**config.mk**
```make
export PLATFORM = sky130hd
export DESIGN_NAME = usb_ebus_master
export DESIGN_NICKNAME = d
export VERILOG_FILES = /design/src/rtl/usb_ebus_master.sv
export SDC_FILE = /design/constraint.sdc
export NUM_CORES = 1
export LEC_CHECK = 0
export BUFFER_PORTS_ARGS = -buffer_cell sky130_fd_sc_hd__buf_2
export CAP_MARGIN = 10
export CORE_AREA = 2 2 79 81
export DETAILED_ROUTE_END_ITERATION = 6
export DIE_AREA = 0 0 81 83
export GPL_ROUTABILITY_DRIVEN = 0
export HOLD_SLACK_MARGIN = 0.06
export PLACE_DENSITY_LB_ADDON = 0.25
export SLEW_MARGIN = 40
export SYNTH_ARGS = -nofsm -noshare
export SYNTH_HDL_FRONTEND = slang
export SYNTH_SLANG_ARGS = --single-unit
export TNS_END_PERCENT = 10
```
**constraint.sdc**
```tcl
create_clock -name clk -period 2.7 [get_ports clk]
set_input_delay 0.27 -clock clk [delete_from_list [all_inputs] [get_ports clk]]
set_output_delay 0.27 -clock clk [all_outputs]
set_load 0.005 [all_outputs]
```
**src/rtl/usb_ebus_master.sv**
```systemverilog
// usb_ebus_master: initiator for the 8-bit address-latch / strobed-data external register bus
module usb_ebus_master #(
  parameter int ALE_CYCLES   = 2,
  parameter int SETUP_CYCLES = 1,
  parameter int PULSE_CYCLES = 2,
  parameter int HOLD_CYCLES  = 1
) (
  input  logic       clk,
  input  logic       reset_i,
  input  logic       cmd_valid,
  output logic       cmd_ready,
  input  logic       cmd_write,
  input  logic [7:0] cmd_addr,
  input  logic [7:0] cmd_len,
  input  logic [7:0] wr_data,
  input  logic       wr_valid,
  output logic       wr_ready,
  output logic [7:0] rd_data,
  output logic       rd_valid,
  output logic       done,
  output logic       busy,
  output logic [7:0] USB_Addr,
  output logic [7:0] USB_D_o,
  output logic       USB_D_oe,
  input  logic [7:0] USB_D_i,
  output logic       USB_RDn,
  output logic       USB_WRn,
  output logic       USB_CEn,
  output logic       USB_ALEn
);
  typedef enum logic [2:0] {IDLE, ALE, WDATA, SETUP, PULSE, HOLD, DONE} state_t;
  localparam logic [7:0] ALE_LD   = 8'(ALE_CYCLES - 1);
  localparam logic [7:0] SETUP_LD = 8'(SETUP_CYCLES - 1);
  localparam logic [7:0] PULSE_LD = 8'(PULSE_CYCLES - 1);
  localparam logic [7:0] HOLD_LD  = 8'(HOLD_CYCLES - 1);
  state_t     state_q, state_d;
  logic [7:0] cnt_q, cnt_d, addr_q, addr_d, dout_q, dout_d, rdat_q, rdat_d;
  logic [8:0] bcnt_q, bcnt_d;
  logic       write_q, write_d;
  // State, phase counter, byte counter and bus data registers; async reset drops the bus immediately
  always_ff @(posedge clk or posedge reset_i) begin
    if (reset_i) begin
      state_q <= IDLE;
      cnt_q   <= 8'd0;
      bcnt_q  <= 9'd0;
      write_q <= 1'b0;
      addr_q  <= 8'd0;
      dout_q  <= 8'd0;
      rdat_q  <= 8'd0;
    end else begin
      state_q <= state_d;
      cnt_q   <= cnt_d;
      bcnt_q  <= bcnt_d;
      write_q <= write_d;
      addr_q  <= addr_d;
      dout_q  <= dout_d;
      rdat_q  <= rdat_d;
    end
  end
  // Next state: each timed phase loads its length minus one on entry and exits when the counter hits zero
  always_comb begin
    state_d = state_q;
    cnt_d   = cnt_q - 8'd1;
    bcnt_d  = bcnt_q;
    write_d = write_q;
    addr_d  = addr_q;
    dout_d  = dout_q;
    rdat_d  = rdat_q;
    case (state_q)
      IDLE: if (cmd_valid) begin
        state_d = ALE;
        cnt_d   = ALE_LD;
        write_d = cmd_write;
        addr_d  = cmd_addr;
        bcnt_d  = {1'b0, cmd_len};
      end
      ALE: if (cnt_q == 8'd0) begin
        state_d = write_q ? WDATA : SETUP;
        cnt_d   = SETUP_LD;
      end
      WDATA: if (wr_valid) begin
        state_d = SETUP;
        cnt_d   = SETUP_LD;
        dout_d  = wr_data;
      end
      SETUP: if (cnt_q == 8'd0) begin
        state_d = PULSE;
        cnt_d   = PULSE_LD;
      end
      PULSE: if (cnt_q == 8'd0) begin
        state_d = HOLD;
        cnt_d   = HOLD_LD;
        rdat_d  = write_q ? rdat_q : USB_D_i;
      end
      HOLD: if (cnt_q == 8'd0) begin
        state_d = (bcnt_q == 9'd0) ? DONE : (write_q ? WDATA : SETUP);
        bcnt_d  = (bcnt_q == 9'd0) ? bcnt_q : bcnt_q - 9'd1;
        cnt_d   = SETUP_LD;
      end
      DONE: state_d = IDLE;
      default: state_d = IDLE;
    endcase
  end
  assign cmd_ready = state_q == IDLE;
  assign busy      = state_q != IDLE;
  assign wr_ready  = state_q == WDATA;
  assign done      = state_q == DONE;
  assign rd_valid  = state_q == HOLD && !write_q && cnt_q == HOLD_LD;
  assign rd_data   = rdat_q;
  assign USB_Addr  = addr_q;
  assign USB_D_o   = dout_q;
  assign USB_D_oe  = write_q && (state_q inside {SETUP, PULSE, HOLD});
  assign USB_CEn   = !(state_q inside {ALE, WDATA, SETUP, PULSE, HOLD});
  assign USB_ALEn  = state_q != ALE;
  assign USB_RDn   = !(state_q == PULSE && !write_q);
  assign USB_WRn   = !(state_q == PULSE && write_q);
endmodule

```
==> results of run 1 <==
==> metal layers <==
layer | track usage | part of all wire
met2 | 0.246 | 0.49
met1 | 0.228 | 0.44
met3 | 0.0348 | 0.048
met4 | 0.0709 | 0.023
met5 | 0 | 0
==> where the power goes <==
group	switching, W	internal, W	leakage [nW]
logic	0.000694	0.000701	0.723
registers	0.000231	0.000971	0.540
clock network	0.000236	0.000179	0.0439
total	0.00116	0.00185	1.31
==> per-stage QoR <==
stage / hold WS [ps] / setup slack, ps / instances
finish: 198 / 409 / 358
global route: 179 / 258 / 358
CTS: 187 / 425 / 358
detailed placement: 287 / 472 / 349
global placement: 390 / 532 / 349
floorplan: 420 / 705 / 210
==> cell usage in the layout, fill, tap and decap left out, drive strengths merged, types with 2 or more instances in the layout <==
master	instances
buf	77
dfrtp	45
mux2	25
nor2	18
nand2	12
inv	8
nand3	8
a22oi	7
a21oi	5
o22ai	5
clkbuf	5
nor3	4
nor4	4
and2	3
a2bb2oi	3
nand4	3
nand2b	3
o21ai	3
xor2	3
clkinv	3
ha	3
o31ai	3
or3	2
o22a	2
nand3b	2
o31a	2
o21a	2
xnor2	2
or4b	2
==> worst register-to-register path, stage by stage, from the launching register on <==
cell,delay [ps]
dfrtp_1,430
inv_1,110
ha_1,260
or4b_4,530
o31ai_4,370
and2_1,340
o211ai_1,140
==> worst max-delay path by stage <==
stage	from	endpoint	slack, ps
finish	bcnt_q[0]	bcnt_q[6]	410
floorplan	bcnt_q[0]	bcnt_q[6]	700
detailed placement	bcnt_q[0]	bcnt_q[6]	470
global route	bcnt_q[0]	bcnt_q[6]	260
global placement	bcnt_q[0]	bcnt_q[6]	530
CTS	bcnt_q[0]	bcnt_q[6]	430
==> flip-flops by register name (all words and copies together), names as in the netlist <==
register	flops
bcnt_q	9
USB_Addr	8
rd_data	8
write_q	1
state_q	3
USB_D_o	8
cnt_q	8
==> area by class of cell <==
class                   count  share of cell area
clock buffers               5              0.0245
clock inverters             3             0.00623
inverters                   9              0.0125
multi-input cells         143               0.376
flip-flops and latches     45               0.401
well taps                  75              0.0334
repair buffers             78               0.147
==> timing repair <==
action                                 CTS  global route
gates resized for setup                  0             0
endpoints found under the hold margin   25             0
setup buffers                            0             0
hold buffers                             1             0
==> logic make-up (layout without fill, tap and decap cells) <==
kind of cell    Yosys count  after routing  share of synthesized area
simple gates             67             67                      0.157
buf+inv                  22             95                     0.0454
flops                    45             45                      0.492
mux                      26             26                      0.127
fa+ha+maj                 3              3                     0.0164
xor+xnor                  5              5                     0.0192
compound gates           42             42                      0.142
==> reports/metrics.cfg, run 1 <==
[pwr]
ir_drop_uv=476
totalPowerFinal_w=0.00301
p_leak_nw=1.31
p_per_area_nw_per_um2=1070

[route]
drt_first_pass_iters=5
wirelength_um=5090
routedWlPerCell_um=14.2
drt_iter0_drc=115
routed_via_density=5.22
vias=1868
post-route-drc-count=0
drtAntennaViolNets=0

[min_path]
hp-class=input pin to flop
min_path_cells=2
hold_start=USB_D_i[0]
holdPathEnd=rd_data[0]

[worst_setup_path]
critPathBufInv=1
cp_data_arrival_time_ps=2460
crit_fanout=9
worstSetupPathType=flop to flop
end_kind=flop
crit_family=simple AND/OR/NAND/NOR gates
worst-path-stages=6
critPathMaxStageDelay_ps=530
reg2reg_depth=6
regToRegSetupSlack_ps=410
crit_slowest_cell=or4b_4
cp.required_ps=2870
regToRegEndpoint=bcnt_q[6]
start_kind=flop
crit_path_cell_trace=inv_1, ha_1, or4b_4, o31ai_4, and2_1, o211ai_1
r2r-start=bcnt_q[0]

[logic_synthesis]
ys_ff_latch=45
synth_edf_count=0
synthTopCellsByArea=dfrtp_1 49%, mux2_2 12%, nor2_1 3.0%
yosysWarnings=0
synth_top_cell_by_area=dfrtp_1
synth_nets=250
ys.flop_type=dfrtp_1
synthesis.area_um2=2290
avgSynthCellArea_um2=10.9
synth.most_common_cell=dfrtp_1
synth.top_cell.area_share=0.492
ys_types=51
async_flop_share=1.00
yosys-top-cells-count=45 x dfrtp_1, 25 x mux2_2, 18 x nor2_1, 12 x nand2_1, 9 x inv_1
ys_seq_area_frac=0.492
synth_cells=210

[clock_tree]
clock_latency_ps=300
path_clk_slew_ps=90
cts_tree=yes
root_buffer=clkbuf_8
cts_buffer_depth=2
cts_made_buffers=5
htreeDepth=2
cts_sinks=45

[sta]
max_freq_mhz=436
fin_crit_ps=2290
worstMarginPinSlew_ps=587
finalSetupTns_ps=0
setup_viol=0
finalHoldViolations=0
slew_violations=0
clock_skew_ps=7.85
slew-limit-headroom=0.608
rsz0062_at_grt=false
period_share=0.849

[grt]
grt_max_degree=27
grt_util_all_layers=0.164
grt_pass1_vias=1833
grt_overflow=0
grt_pass1_wl_um=8700
antenna_found_initial=0

[finish]
postLayoutCellArea_um2=2810
drive_above_1_share=0.410
n_antenna_cell=0
multi_input_area_um2=1060
layout.nets=322
fillers=605
final-seq-area_um2=1130
post-route-util=0.483
area_delta_synth_final_pct=22.9

[status]
status=finished, final reports clean

[floorplanning]
fp.dieArea_um2=6720
num_io_pins=71
core-area_um2=5820
rows=28
die_x_um=81
dieHeight_um=83
start_util=0.393

[flow_run]
cap_violations=0

[placed_design]
placed_area_um2=2720
port_buffers=70
dp_hpwl_um=3780

No activity file was read; power rests on OpenSTA's default activity.
==> inputs of run 2 (changes only) <==
--- a/config.mk
+++ b/config.mk
@@ -5,6 +5,7 @@
 export SDC_FILE = /design/constraint.sdc
 export NUM_CORES = 1
 export LEC_CHECK = 0
+export ABC_AREA = 1
 export BUFFER_PORTS_ARGS = -buffer_cell sky130_fd_sc_hd__buf_2
 export CAP_MARGIN = 10
 export CORE_AREA = 2 2 79 81
==> constraint.sdc (replaced) <==
create_clock -name clk -period 2 [get_ports clk]
set_input_delay 0.2 -clock clk [delete_from_list [all_inputs] [get_ports clk]]
set_output_delay 0.2 -clock clk [all_outputs]
set_load 0.005 [all_outputs]
==> run 2 against run 1 <==
- critical path depth unchanged
- clock skew decreased by 2.3 ps
- largest power group unchanged
- hold slack got worse by 110 ps
- synthesized area unchanged
- critical endpoint is now rd_valid
- power increased by 41%
- setup slack got worse by 170 ps
- core utilization increased by 0.24 points
- first-iteration DRC count decreased by 52%
- via count increased by 3.3%
- design area increased by 0.49%
- largest cell class unchanged
==> reports/metrics.cfg, run 2 <==
[route]
vias=1929
drtAntennaViolNets=0
routedWlPerCell_um=11.2
drt_first_pass_iters=4
wirelength_um=4760
routed_via_density=4.52
post-route-drc-count=0
drt_iter0_drc=55

[flow_run]
cap_violations=0

[placed_design]
port_buffers=70
dp_hpwl_um=3650
dp.cells=418
placed_area_um2=2700

[pwr]
p_leak_nw=1.62
ir_drop_uv=669
p_per_area_nw_per_um2=1500

[sta]
worstMarginPinSlew_ps=567
finalHoldViolations=0
slew_violations=0
slew-limit-headroom=0.622
setup_viol=0
rsz0062_at_grt=false
finalSetupTns_ps=0
max_freq_mhz=568
clock_skew_ps=5.52
fin_crit_ps=1760
period_share=0.880

[logic_synthesis]
synth_edf_count=0
ys.flop_type=dfrtp_1
synth_nets=315
ys_seq_area_frac=0.492
ys_types=26
ys_ff_latch=45
synthesis.area_um2=2290
yosysWarnings=0
synth_cells=275
avgSynthCellArea_um2=8.32
synth_top_cell_by_area=dfrtp_1
synth.most_common_cell=nand2_1
synth.top_cell.area_share=0.492
synthTopCellsByArea=dfrtp_1 49%, nand2_1 14%, inv_1 6.1%
async_flop_share=1.00
yosys-top-cells-count=83 x nand2_1, 45 x dfrtp_1, 37 x inv_1, 25 x nor2_1, 15 x o21ai_0

[finish]
largest_register_ffs=9
fillers=623
layout.cells.most_common_list=83 x nand2_1, 70 x buf_2, 45 x dfrtp_1, 36 x inv_1, 25 x nor2_1
n_antenna_cell=0
post-route-util=0.486
postLayoutCellArea_um2=2830
layout.nets=391
area_delta_synth_final_pct=23.5
mostFrequentLayoutCell=nand2_1
regMostFlops=bcnt_q
drive_above_1_share=0.298
stdcell_count=427

[worst_setup_path]
end_kind=primary output
startpoint=state_q[1]
start_kind=flop
worstSetupPathType=flop to primary output
cp_data_arrival_time_ps=1560
cp.required_ps=1800
regToRegSetupSlack_ps=260
crit_fanout=8
r2r-start=bcnt_q[0]

[floorplanning]
fp.dieArea_um2=6720
core-area_um2=5820
start_util=0.393
die_x_um=81
num_io_pins=71
rows=28
dieHeight_um=83

[min_path]
hp-class=input pin to flop
hold_start=cmd_addr[2]

[clock_tree]
ctsResizeCount=0
cts_tree=yes
cts_made_buffers=5
clock_latency_ps=300
htreeDepth=2
cts_sinks=45
cts_buffer_depth=2
path_clk_slew_ps=80
root_buffer=clkbuf_8

[grt]
grt_max_degree=46
grt_overflow=0
grt_pass1_wl_um=7910
antenna_found_initial=0
grt_util_all_layers=0.148
grt_pass1_vias=1860

[status]
status=finished, final reports clean

run 2: area by class of cell:
class,instances,area (um^2),share of cell area
sequential,45,1130,0.399
tap,75,93.8,0.0332
clock inverter,2,38.8,0.0137
inverter,39,146,0.0518
timing repair buffer,74,383,0.136
multi-input combinational,186,965,0.341
clock buffer,6,72.6,0.0257
run 2: final timing paths:
check	cells after the start	end
max in group asynchronous	4	state_q[1]
min reg2reg	2	rd_data[3]
min in group asynchronous	4	rd_data[3]
max	6	rd_valid
min	3	USB_Addr[2]
max reg2reg	11	bcnt_q[7]
run 2: critical path, stage by stage, from the launching register on:
cell and delay (ps):
dfrtp_1 470, inv_1 120, nand2_2 70, nor2_2 130
inv_1 70, nor3_1 250, buf_2 170
run 2: timing repair:
action / 4_1_cts / 5_1_grt
hold endpoints to repair: 37 / 0
buffers inserted: 0 / 0
hold buffers: 1 / 0
run 2: metrics by stage:
stage / total power [W] / setup slack [ps] / hold WS [ps]
detailed placement: 0.00359 / 279 / 380
global route: 0.00464 / 34.7 / 95.7
CTS: 0.00428 / 216 / 81.8
floorplan: 0.00299 / 592 / 310
global placement: 0.00354 / 361 / 376
finish: 0.00423 / 239 / 89.2
run 2: logic make-up after synthesis:
kind of cell	share of synthesized area
buffers and inverters	0.0859
AND/OR/NAND/NOR	0.251
XOR/XNOR	0.0191
flip-flops	0.492
multiplexers	0.0744
AO/OA/AOI/OAI	0.0607
adder cells (fa/ha/maj)	0.0164
run 2: per-layer routing:
metal  track usage  part of all wire
met1         0.179              0.44
met2         0.253              0.50
met3        0.0315             0.044
met4        0.0539             0.015
met5             0                 0
run 2: report_power, final:
group	internal [W]	leakage (nW)	switching (W)
registers	0.00134	0.555	0.000273
clock network	0.000375	0.0554	0.000302
logic	0.000803	1.01	0.00115
==> inputs of run 3 (changes only) <==
--- a/config.mk
+++ b/config.mk
@@ -13,7 +13,7 @@
 export DIE_AREA = 0 0 81 83
 export GPL_ROUTABILITY_DRIVEN = 0
 export HOLD_SLACK_MARGIN = 0.06
-export PLACE_DENSITY_LB_ADDON = 0.25
+export PLACE_DENSITY = 0.67
 export SLEW_MARGIN = 40
 export SYNTH_ARGS = -nofsm -noshare
 export SYNTH_HDL_FRONTEND = slang
==> run 3 against run 2 <==
- fmax shrank 5.2%
- largest cell class unchanged
- combinational power is essentially flat
- critical endpoint unchanged
- highest routed layer unchanged
- sequential cell count is the same
- setup slack lost 96 ps
- critical path depth is the same
==> reports/metrics.cfg, run 3 (synthesis gave the netlist of run 2 again) <==
[pwr]
intPower_w=0.00240
p_per_area_nw_per_um2=1480
p_seq_frac=0.388
p_leak_nw=1.62
totalPowerFinal_w=0.00416
combPwrFrac=0.468
p_clk_frac=0.144
p_sw_w=0.00176
power.share.switching=0.423
ir_drop_uv=632

[placed_design]
dp_worst_setup_slack_ps=260
dp_hpwl_um=3790
port_buffers=70

[finish]
post-route-util=0.484
n_antenna_cell=0
layout.cells.most_common_list=83 x nand2_1, 70 x buf_2, 45 x dfrtp_1, 36 x inv_1, 25 x nor2_1
layout.nets=391
fillers=604
largest_register_ffs=9
regMostFlops=bcnt_q
drive_above_1_share=0.301
area_delta_synth_final_pct=23.0
mostFrequentLayoutCell=nand2_1

[clock_tree]
cts_sinks=45
cts_made_buffers=5
htreeDepth=2
cts_buffer_depth=2
root_buffer=clkbuf_8
post_cts_buffers=0
cts_tree=yes
clock_latency_ps=300
path_clk_slew_ps=90

[grt]
grt_pass1_wl_um=8560
antenna_found_initial=0
grt_max_degree=25
grt_pass1_vias=1971
grt_overflow=0
grt_util_all_layers=0.160

[route]
routedWlPerCell_um=11.5
vias=1954
drt_iter0_drc=35
drtAntennaViolNets=0
wirelength_um=4910
drt_first_pass_iters=4
post-route-drc-count=0
routed_via_density=4.58

[floorplanning]
dieHeight_um=83
fp.dieArea_um2=6720
core-area_um2=5820
num_io_pins=71
start_util=0.393
die_x_um=81
rows=28

[worst_setup_path]
crit_fanout=11
cp.required_ps=1800
end_kind=primary output
worstSetupPathType=flop to primary output
cp_data_arrival_time_ps=1660
start_kind=flop

[sta]
slew_violations=0
fin_crit_ps=1860
clock_skew_ps=8.02
rsz0062_at_grt=false
setup_viol=0
finalHoldViolations=0
worstMarginPinSlew_ps=490
hold_ws_ps=88.0
worst_slack_ps=143
max_freq_mhz=538
period_share=0.929
slew-limit-headroom=0.673
finalSetupTns_ps=0

[min_path]
hp-class=input pin to flop

[flow_run]
cap_violations=0

[status]
status=finished, final reports clean

## run 3: changes by cell type in the layout (fill, tap and decap cells not counted)
| cell | before | now |
|---|---|---|
| inv_6 | 0 | 3 |
| bufinv_16 | 1 | 0 |
| clkbuf_1 | 1 | 0 |
| clkinv_4 | 1 | 0 |
| nand2_2 | 7 | 6 |
| nand2_4 | 1 | 2 |
## run 3: layout make-up
type | count | area, um^2 | area share
inverter | 39 | 146 | 0.0520
clock inverter | 3 | 26.3 | 0.00934
timing repair buffer | 74 | 383 | 0.136
tap | 75 | 93.8 | 0.0333
multi-input combinational | 186 | 970 | 0.345
clock buffer | 5 | 68.8 | 0.0245
sequential | 45 | 1130 | 0.400
## run 3: what timing repair did
action / CTS / global route
hold endpoints to repair: 22 / 0
hold buffers: 1 / 0
endpoints found under the setup margin: 0 / 2
resized for setup: 0 / 1
## run 3: stage by stage
| step | cell area (um^2) | cells |
|---|---|---|
| 2_1_floorplan | 2290 | 275 |
| 3_3_place_gp | 2700 | 418 |
| 3_5_place_dp | 2700 | 418 |
| 4_1_cts | 2810 | 427 |
| 5_1_grt | 2810 | 427 |
| 6_report | 2810 | 427 |
## run 3: critical path: stages, from the launching register on
cell     delay [ps]
dfrtp_1         480
inv_1           110
nand2_2          70
nor2_2          130
inv_1           190
nor3_1          230
buf_2           150
## run 3: power groups by stage
stage / logic [W] / registers [W] / clock network (W)
after floorplan: 0.00139 / 0.00160 / 0
after detailed placement: 0.00195 / 0.00163 / 0
after CTS: 0.00197 / 0.00161 / 0.000618
final: 0.00195 / 0.00161 / 0.000598
after global placement: 0.00191 / 0.00162 / 0
after global routing: 0.00227 / 0.00167 / 0.000659
## run 3: worst paths after layout
path / startpoint / endpoint / slack [ps] / depth (start not counted)
max reg2reg: bcnt_q[0] / bcnt_q[2] / 340 / 11
min in group asynchronous: reset_i / rd_data[5] / 460 / 3
min: cmd_addr[0] / USB_Addr[0] / 90 / 3
min reg2reg: USB_Addr[4] / USB_Addr[4] / 480 / 2
max: state_q[1] / rd_valid / 140 / 6
max in group asynchronous: reset_i / state_q[0] / 980 / 4
## run 3: layer usage
metal	share of wire	track usage	vias up
li1	-	-	1001
met1	0.43	0.208	892
met2	0.49	0.255	55
met3	0.063	0.0424	6
met4	0.013	0.0539	0
met5	0	0	-
